[config.mk]
export PLATFORM = sky130hd
export DESIGN_NAME = regfile_dump_ctrl
export DESIGN_NICKNAME = d
export VERILOG_FILES = /design/src/rtl/regfile_dump_ctrl_pkg.sv /design/src/rtl/regfile_dump_ctrl_word_serializer.sv /design/src/rtl/regfile_dump_ctrl.sv
export SDC_FILE = /design/constraint.sdc
export NUM_CORES = 1
export LEC_CHECK = 0
export BUFFER_PORTS_ARGS = -buffer_cell sky130_fd_sc_hd__buf_4
export CORE_ASPECT_RATIO = 1.1
export CORE_UTILIZATION = 45
export DETAILED_ROUTE_END_ITERATION = 12
export GPL_ROUTABILITY_DRIVEN = 0
export GPL_TIMING_DRIVEN = 0
export HOLD_SLACK_MARGIN = 0.06
export PLACE_DENSITY = 0.72
export SYNTH_ARGS = -nofsm -noshare
export SYNTH_HDL_FRONTEND = slang
export SYNTH_SLANG_ARGS = --single-unit
[constraint.sdc]
create_clock -name i_clk -period 1.7 [get_ports i_clk]
set_clock_uncertainty 0.1 [all_clocks]
set_input_delay 0.17 -clock i_clk [delete_from_list [all_inputs] [get_ports i_clk]]
set_output_delay 0.17 -clock i_clk [all_outputs]
set_load 0.01 [all_outputs]
[src/rtl/regfile_dump_ctrl_pkg.sv]
// Shared debug-dump definitions: dump length defaults and controller state encoding.
// Imported by the debug unit and the dump controller so both agree on the dump size.
package regfile_dump_ctrl_pkg;

    localparam int DEF_NUM_REGS = 32;
    localparam int DEF_ADDR_W   = 5;
    localparam int DEF_DATA_W   = 32;

    typedef enum logic [2:0] {
        ST_IDLE,
        ST_ISSUE,
        ST_CAPTURE,
        ST_SEND,
        ST_DONE
    } dump_state_t;

    // Counter width that stays legal when only one byte per word is sent.
    function automatic int cnt_width(input int n);
        return (n > 1) ? $clog2(n) : 1;
    endfunction

endpackage

[src/rtl/regfile_dump_ctrl_word_serializer.sv]
// Word-to-byte serializer, MSB first, with valid/ready handshake.
// Reusable for any word dump (register file, PC, latches).
module word_serializer
    import regfile_dump_ctrl_pkg::*;
#(
    parameter int DATA_W = DEF_DATA_W
) (
    input  logic              i_clk,
    input  logic              i_rst,
    input  logic              i_load,
    input  logic [DATA_W-1:0] i_load_data,
    input  logic              i_valid,
    input  logic              i_ready,
    output logic [7:0]        o_byte,
    output logic              o_last
);

    localparam int BYTES_PER_REG = DATA_W / 8;
    localparam int CNT_W         = cnt_width(BYTES_PER_REG);

    logic [DATA_W-1:0] r_shift;
    logic [CNT_W-1:0]  r_cnt;
    logic              w_xfer;

    assign w_xfer = i_valid && i_ready;

    always_ff @(posedge i_clk) begin
        if (i_rst) begin
            r_shift <= '0;
            r_cnt   <= '0;
        end else if (i_load) begin
            r_shift <= i_load_data;
            r_cnt   <= '0;
        end else if (w_xfer) begin
            r_shift <= r_shift << 8;
            r_cnt   <= r_cnt + 1'b1;
        end
    end

    assign o_byte = r_shift[DATA_W-1 -: 8];
    assign o_last = (r_cnt == CNT_W'(BYTES_PER_REG - 1));

endmodule

[src/rtl/regfile_dump_ctrl.sv]
// Register file dump controller: walks the read port in address order and streams
// each register MSB first to the UART TX, holding the pipeline stalled meanwhile.
module regfile_dump_ctrl
    import regfile_dump_ctrl_pkg::*;
#(
    parameter int NUM_REGS = DEF_NUM_REGS,
    parameter int ADDR_W   = DEF_ADDR_W,
    parameter int DATA_W   = DEF_DATA_W
) (
    input  logic              i_clk,
    input  logic              i_rst,
    input  logic              i_start,
    output logic              o_busy,
    output logic              o_done,
    output logic              o_cpu_stall,
    output logic [ADDR_W-1:0] o_rf_read_addr,
    input  logic [DATA_W-1:0] i_rf_read_data,
    output logic [7:0]        o_tx_data,
    output logic              o_tx_valid,
    input  logic              i_tx_ready
);

    dump_state_t       r_state;
    dump_state_t       w_state_nxt;
    logic [ADDR_W-1:0] r_addr;
    logic              w_load;
    logic              w_last_byte;
    logic              w_xfer;
    logic              w_last_addr;
    logic              w_tx_valid;

    assign w_tx_valid  = (r_state == ST_SEND);
    assign w_xfer      = w_tx_valid && i_tx_ready;
    assign w_last_addr = (r_addr == ADDR_W'(NUM_REGS - 1));

    always_ff @(posedge i_clk) begin
        if (i_rst) begin
            r_state <= ST_IDLE;
        end else begin
            r_state <= w_state_nxt;
        end
    end

    always_comb begin
        w_state_nxt = r_state;
        w_load      = 1'b0;
        case (r_state)
            ST_IDLE:    if (i_start) w_state_nxt = ST_ISSUE;
            ST_ISSUE:   w_state_nxt = ST_CAPTURE;
            ST_CAPTURE: begin
                w_load      = 1'b1;
                w_state_nxt = ST_SEND;
            end
            ST_SEND: begin
                if (w_xfer && w_last_byte) begin
                    w_state_nxt = w_last_addr ? ST_DONE : ST_ISSUE;
                end
            end
            ST_DONE:    w_state_nxt = ST_IDLE;
            default:    w_state_nxt = ST_IDLE;
        endcase
    end

    // Address only advances between registers, so it is frozen through tx stalls.
    always_ff @(posedge i_clk) begin
        if (i_rst) begin
            r_addr <= '0;
        end else if ((r_state == ST_IDLE) && i_start) begin
            r_addr <= '0;
        end else if (w_xfer && w_last_byte && !w_last_addr) begin
            r_addr <= r_addr + 1'b1;
        end
    end

    word_serializer #(
        .DATA_W (DATA_W)
    ) u_word_serializer (
        .i_clk       (i_clk),
        .i_rst       (i_rst),
        .i_load      (w_load),
        .i_load_data (i_rf_read_data),
        .i_valid     (w_tx_valid),
        .i_ready     (i_tx_ready),
        .o_byte      (o_tx_data),
        .o_last      (w_last_byte)
    );

    assign o_busy         = (r_state != ST_IDLE);
    assign o_cpu_stall    = o_busy;
    assign o_done         = (r_state == ST_DONE);
    assign o_tx_valid     = w_tx_valid;
    assign o_rf_read_addr = r_addr;

endmodule

After elaboration in Yosys (flattened, before gate mapping):

Cells that the tools add are included.
Widths: inputs -> output; s select.

* eq/ne operators: 8
* muxes and demuxes: 7
* add/sub/neg operators: 2
* reductions and logical operators: 11

Operators by type and width (number)
* $mux 32: 2
* $pmux 3 s4: 1
* $mux 3: 3
* $eq 3x2->1 const B: 2
* $add 5x1->5 const B: 1
* $eq 5x5->1 const B: 1
* $logic_and 1x1->1: 4
* $ne 2x2->1 const B: 2
* $reduce_or 2->1: 2
* $eq 3x1->1 const B: 1
* $eq 3x3->1 const B: 1
* $logic_not 3->1: 1
* $reduce_bool 3->1: 1
* $add 2x1->2 const B: 1
* $eq 2x2->1 const B: 1
* $reduce_and 2->1: 1
* $reduce_bool 2->1: 1
* $logic_not 1->1: 1
* $mux 1: 1

* bits in registers: 42
* input port bits: 36

Logic depth before layout (Yosys ltp):

Gate-level depths: netlist of the first run.

* depth after elaboration: 5
* gate-level depth with buffers: 6

Hierarchy:

A second synthesis of the first run with hierarchy kept.

* cell total of the unflattened synthesis: 235
* area total of the unflattened synthesis: 2239.6 um^2

By module, submodules not included
* word_serializer: seq. area each 680.7 um^2, instances 1, cells each 188, area each 1811.7 um^2
* regfile_dump_ctrl: seq. area each 160.2 um^2, instances 1, cells each 47, area each 427.9 um^2

Worst setup path after synthesis of the first run:

OpenSTA, ideal clock, no wires.

* path kind: reg2reg
* from: reg r_addr[0], in the netlist o_rf_read_addr[0]
* to: reg r_addr[3], in the netlist o_rf_read_addr[3]
* slack: -248 ps
* stages on the path, launching flop included: 7
* buffers on the path: 0
* data arrival time: 1781 ps
* cells stage by stage: dfxtp_1 -> ha_1 -> and3_1 -> ha_1 -> nand3b_1 -> or4_4 -> a21oi_2

* longest elaborated chain between the ends: 3
* elaborated cells on any way between the ends: 4

RTL lines
* from (decl): line regfile_dump_ctrl.sv:25 `logic [ADDR_W-1:0] r_addr;`
* from (signal assigned): line regfile_dump_ctrl.sv:71 `r_addr <= r_addr + 1'b1;`
* parallel branches: the longest is 3 deep, another holds $add 5x1->5

Several ways; the timed one is not identified.
A chain may end at the register's enable or synchronous reset.

Worst setup path after layout of the first run:

* from: reg r_addr[1], in the netlist o_rf_read_addr[1]
* to: reg r_addr[3], in the netlist o_rf_read_addr[3]

The elaborated chain is that of the path after synthesis.

==> metrics.md, run 1 <==
| Metric | Value |
|---|---|
| Max rail drop VDD | `552 uV` |
| # diodes | `0` |
| Most frequent cells after synthesis | `42 x dfxtp_1, 36 x a21oi_1, 33 x nand2_1` |
| Worst Hold Depth | `3` |
| Distinct cells, synth | `35` |
| Worst path arrival time | `roughly 2.0 ns` |
| Clock transition at the registers of the reported paths | `about 0.070 ns` |
| Number of synthesized flops with an enable pin | `0` |
| Critical Path Sink Type | `flop` |
| Peak Freq | `547 MHz` |
| Area of the core | `around 4400 um^2` |
| Final cell count without fillers | `~370` |
| Dpl hpwl | `roughly 3400 um` |
| Violated checks | `negative setup slack` |
| Hold Vio Cnt, Final | `0` |
| Total CTS buffers | `5` |
| DRC | `0` |
| Syn Inst Count | `between 200 and 250` |
| Post-DR vias/cell | `~5.2` |
| Flops & latches, synth | `42` |
| Register area share after synthesis | `40.4%` |
| Mapped Area | `between 2000 and 2500 um^2` |
| Worst EP required | `1.83 ns` |
| Sink Count | `42` |
| Avg Inst Size Synth | `8.86 um^2` |
| Avg WL per Cell | `between 10 and 15 um` |
| RSZ-0062 raised after global routing | `true` |
| Post-layout minimum cycle time | `roughly 1.8 ns` |
| Initial antenna violation count | `0` |
| FFs w/ async S/R, synth | `0%` |
| CTS root buffer | `clkbuf_8` |
| Ys flop type | `dfxtp_1` |
| # placed instances | `between 300 and 400` |
| Hold/Removal Path Class | `input port to flop` |
| Gr usage total | `22.8%` |
| Hold WS | `a little over 0.07 ns` |
| First-pass GRT wire length | `~8400 um` |
| Core Rows | `25` |
| Area Overhead vs Synth | `35.8%` |
| # H-tree levels | `2` |
| Vias post-DR | `about 1.9k` |
| Max_slew headroom | `about half` |
| ANT nets after route | `0` |
| Part of the cycle the worst path needs | `107%` |
| Io pins | `53` |
| Global route overflow | `0` |
| P_leak | `roughly 1.2 nW` |
| Maxcap violations | `0` |
| Synth top area cells | `dfxtp_1 40%, a211oi_2 12%, a21oi_1 8.7%, nand2_1 5.9%, buf_4 4.7%` |
| Final net count | `350` |
| Final Slew Violations | `0` |
| Crit Path Max Fanout | `6` |
| Die area | `4900 um^2` |
| Pwr/cell area | `roughly 800 nW/um^2` |
| Initial Utilization | `47.5%` |
| Final WL | `about 5000 um` |
| Synthesis Warnings | `0` |
| CTS Buffer Depth | `2` |
| Worst Tran Pin Value | `0.760 ns` |
| 1st-iter DRT viols | `80` |
| Die height | `73.3 um` |
| Share of layout cells above drive strength 1 | `roughly two fifths` |
| Final setup margin | `-0.127 ns` |
| IO Port Bufs | `51` |
| Most common cell in the netlist | `dfxtp_1` |
| Largest area contributor in the netlist | `dfxtp_1` |
| Run status | `finished with violations` |
| Syn Nets | `approximately 270` |
| Largest net degree at the start of global routing | `12` |
| First-pass detailed-route iteration total | `4` |
| TritonCTS clock tree | `built` |
| Critical Path Start Type | `flop` |
| Share of the synthesized area in the top cell type | `a little over 40%` |
| FF-to-FF path depth | `6` |
| Skew-Pair Late Insertion Delay | `about 0.30 ns` |
| Die width | `approximately 67 um` |
| Number of global-route vias before repair | `roughly 1.8k` |
| Endpoints failing setup | `3` |
| Critical path class | `flop to flop` |
final cells by class:
cell class              instances  area [um^2]
multi-input cells             162         1060
inverters                       3         11.3
well taps                      54         67.6
flip-flops and latches         42          851
clock buffers                   7         76.3
fillers                       396         1550
repair buffers                 69          538
plain buffers                  28          219
state kept, by name (all words and copies together) (netlist names):
name	flops
r_state	3
o_rf_read_addr	5
u_word_serializer.r_shift	32
u_word_serializer.r_cnt	2
worst max-delay path, cell delays in order, from the launching register on:
cell      delay, ns
dfxtp_4        0.36
ha_4           0.15
and3_4         0.17
ha_4           0.15
nand3b_1       0.24
or4_4          0.45
a21oi_2        0.14
cell families after synthesis:
group / Yosys count / synth area share (%)
and+or+nand+nor: 86 / 20.3
DFF: 42 / 40.4
xor gates and xnor gates: 1 / 0.421
buffers and inverters: 31 / 10.7
muxes: 1 / 0.481
adders and majority gates: 3 / 1.80
AOI/OAI and AO/OA: 71 / 25.9
metal layers:
layer / track usage, % / part of all wire [%] / vias to the layer above / routed length (um)
met5: 0 / 0 / - / 0
met4: 9.22 / 2.3 / 0 / 115
met3: 5.75 / 4.9 / 12 / 244
met2: 35.2 / 47 / 49 / 2320
met1: 30.1 / 46 / 869 / 2280
li1: - / - / 968 / -
what timing repair did:
action                     CTS  global route
setup buffers                5             5
setup endpoints to repair    4             6
pin swaps                    2             4
gates resized for setup      6             4
hold buffers                 8             0
hold endpoints to repair     8             0
per-stage QoR:
step                      TNS, ns  utilization [%]  total power, mW  area [um^2]  worst slack [ns]
after floorplan            -0.198                -             1.43         2120           -0.0944
after global placement     -0.501             58.7             1.58         2570            -0.186
after detailed placement   -0.527             58.7             1.60         2570            -0.197
after CTS                  -0.326             63.5             2.21         2780            -0.123
after global routing       -0.712             64.6             2.32         2830            -0.223
final                      -0.298             64.6             2.20         2830            -0.127
final timing paths:
check	slack (ns)	to	start
max	-0.13	o_rf_read_addr[3]	o_rf_read_addr[1]
min	0.07	u_word_serializer.r_shift[9]	i_rf_read_data[9]
max reg2reg	-0.13	o_rf_read_addr[3]	o_rf_read_addr[1]
min reg2reg	0.37	u_word_serializer.r_shift[11]	u_word_serializer.r_shift[11]
power by group:
part / total (mW) / internal, mW / leakage, nW / switching [mW]
Combinational: 0.509 / 0.269 / 0.770 / 0.240
Sequential: 1.09 / 1.06 / 0.346 / 0.0378
Clock: 0.602 / 0.283 / 0.0383 / 0.319
placed cells by master, fill, tap and decap left out, drive strengths merged, types with 2 or more instances in the layout:
master and n:
inv 3, nand2 33, or4 2, nand3b 2, nand3 12, or3 2
nor3 3, a211oi 24, clkbuf 11, dfxtp 42, o21ai 4, buf 85
a21oi 37, o21bai 2, dlygate4sd3 8, nor2 25, o31ai 2, ha 3
nor3b 2
Note: power is estimated with default switching activity, not from simulation.
==> run 2: changes to the inputs <==
--- a/config.mk
+++ b/config.mk
@@ -7,12 +7,12 @@
 export LEC_CHECK = 0
 export BUFFER_PORTS_ARGS = -buffer_cell sky130_fd_sc_hd__buf_4
 export CORE_ASPECT_RATIO = 1.1
-export CORE_UTILIZATION = 45
+export CORE_UTILIZATION = 47
 export DETAILED_ROUTE_END_ITERATION = 12
 export GPL_ROUTABILITY_DRIVEN = 0
 export GPL_TIMING_DRIVEN = 0
 export HOLD_SLACK_MARGIN = 0.06
-export PLACE_DENSITY = 0.72
+export PLACE_DENSITY = 0.75
 export SYNTH_ARGS = -nofsm -noshare
 export SYNTH_HDL_FRONTEND = slang
 export SYNTH_SLANG_ARGS = --single-unit
==> run 2 against run 1 <==
Compared with the run above: the run still ends with negative setup slack left; design area fell by 0.27%; sequential cell count did not move; non-clock buffer count fell by 3; global-route usage rose by 0.12 points; combinational power fell by 2%; core utilization rose by 1.2 points; routed wire length fell by 1.6%; register-to-register slack got worse by 0.08 ns; setup slack got worse by 0.076 ns; count of clock-buffer cells in the layout rose by 1; largest cell class unchanged; largest power group unchanged.
==> metrics.md, run 2 (synthesized netlist as in run 1, its figures left out) <==
| Metric | Value |
|---|---|
| Clock transition at the registers of the reported paths | `0.08 ns` |
| P_leak | `~1.1 nW` |
| Fill count | `360` |
| DRC | `0` |
| Run status | `finished with violations` |
| Die area | `about 4700 um^2` |
| Largest Register | `u_word_serializer.r_shift` |
| ANT nets after route | `0` |
| Die width | `65.5 um` |
| IO Port Bufs | `51` |
| Sink Count | `42` |
| First-pass GRT wire length | `~8200 um` |
| Maxcap violations | `0` |
| Final WL | `4880 um` |
| Largest net degree at the start of global routing | `13` |
| Number of global-route vias before repair | `1818` |
| Hold Vio Cnt, Final | `0` |
| Final setup margin | `-0.202 ns` |
| Part of the cycle the worst path needs | `112%` |
| Worst EP required | `between 1.5 and 2 ns` |
| Critical Path Start Type | `flop` |
| Vias post-DR | `between 1.5k and 2k` |
| Io pins | `53` |
| Hold WS | `about 0.074 ns` |
| Post-layout util | `65.8%` |
| Share of layout cells above drive strength 1 | `approximately two fifths` |
| Most common cell after layout, fill and taps aside | `buf_4` |
| RSZ-0062 raised after global routing | `true` |
| Die height | `just over 70 um` |
| Post-DR vias/cell | `about 5.2` |
| Crit Path Max Fanout | `3` |
| Area Overhead vs Synth | `35.5%` |
| 1st-iter DRT viols | `71` |
| Dpl hpwl | `between 3000 and 4000 um` |
| Total CTS buffers | `5` |
| Initial antenna violation count | `0` |
| Global route overflow | `0` |
| Endpoints failing setup | `3` |
| Max rail drop VDD | `approximately 430 uV` |
| # H-tree levels | `2` |
| CTS Buffer Depth | `2` |
| First-pass detailed-route iteration total | `4` |
| Avg WL per Cell | `between 10 and 15 um` |
| Worst Tran Pin Value | `between 0.7 and 0.8 ns` |
| Critical Path Sink Type | `flop` |
| Core Rows | `25` |
| Peak Freq | `about 530 MHz` |
| Pwr/cell area | `781 nW/um^2` |
| TritonCTS clock tree | `built` |
| Worst path arrival time | `2.03 ns` |
| Violated checks | `negative setup slack` |
| Initial Utilization | `48.6%` |
| Gr usage total | `between 20 and 25%` |
| Critical path class | `flop to flop` |
| Final net count | `~350` |
| Most frequent cells in the layout | `68 x buf_4, 39 x dfxtp_1, 35 x a21oi_1` |
| Final Slew Violations | `0` |
| Max_slew headroom | `50.0%` |
| Max reg flops | `32` |
| CTS root buffer | `clkbuf_8` |
| Hold/Removal Path Class | `input port to flop` |
| Skew-Pair Late Insertion Delay | `~0.29 ns` |
| # diodes | `0` |
| Area of the core | `4290 um^2` |
| Post-layout minimum cycle time | `about 1.9 ns` |
run 2: worst max-delay path, cell delays in order (launching register included):
cell and delay, ns:
dfxtp_4 0.35, ha_4 0.15, and3_4 0.18, ha_4 0.15
nand3b_1 0.19, buf_4 0.17, or4_4 0.42, a21oi_1 0.13
run 2: power by group:
part / switching [mW] / leakage, nW / internal, mW
sequential: 0.0362 / 0.345 / 1.06
clock: 0.318 / 0.0395 / 0.292
combinational: 0.237 / 0.754 / 0.262
total: 0.592 / 1.14 / 1.61
run 2: layout make-up:
cell class	count	area (um^2)	area share, %
Timing Repair Buffer	66	518	18.4
Sequential cell	42	847	30.0
Buffer	28	219	7.76
Clock buffer	8	80.1	2.84
Inverter	3	11.3	0.399
Multi-Input combinational cell	162	1080	38.2
Tap cell	54	67.6	2.40
run 2: metrics by stage:
step / total power, mW / worst slack [ns] / TNS [ns] / std cells / instance area [um^2]
global placement: 1.58 / -0.173 / -0.461 / 340 / 2570
floorplan: 1.43 / -0.0944 / -0.198 / 235 / 2120
CTS: 2.22 / -0.170 / -0.454 / 363 / 2800
detailed placement: 1.59 / -0.195 / -0.501 / 340 / 2570
global route: 2.33 / -0.250 / -0.752 / 363 / 2820
finish: 2.20 / -0.202 / -0.519 / 363 / 2820
run 2: metal layers:
layer / GRT usage (%) / up-vias / routed length, um
met2: 37.5 / 41 / 2360
met3: 4.94 / 10 / 178
li1: - / 969 / -
met1: 29.2 / 864 / 2230
met5: 0 / - / 0
met4: 8.94 / 0 / 113
run 2: path summary, 6_finish.rpt:
path | from | end | slack (ns) | cells after the start
worst max-delay path | o_rf_read_addr[0] | o_rf_read_addr[2] | -0.20 | 7
worst min-delay path | i_rf_read_data[8] | u_word_serializer.r_shift[8] | 0.07 | 3
worst max register to register | o_rf_read_addr[0] | o_rf_read_addr[2] | -0.20 | 7
worst min register to register | u_word_serializer.r_shift[9] | u_word_serializer.r_shift[9] | 0.37 | 2
run 2: what timing repair did:
action / CTS / global route
pin swaps: 4 / 0
endpoints found under the setup margin: 4 / 6
gates resized for setup: 3 / 5
hold buffers: 9 / 0
hold endpoints to repair: 9 / 0
setup buffers: 6 / 0
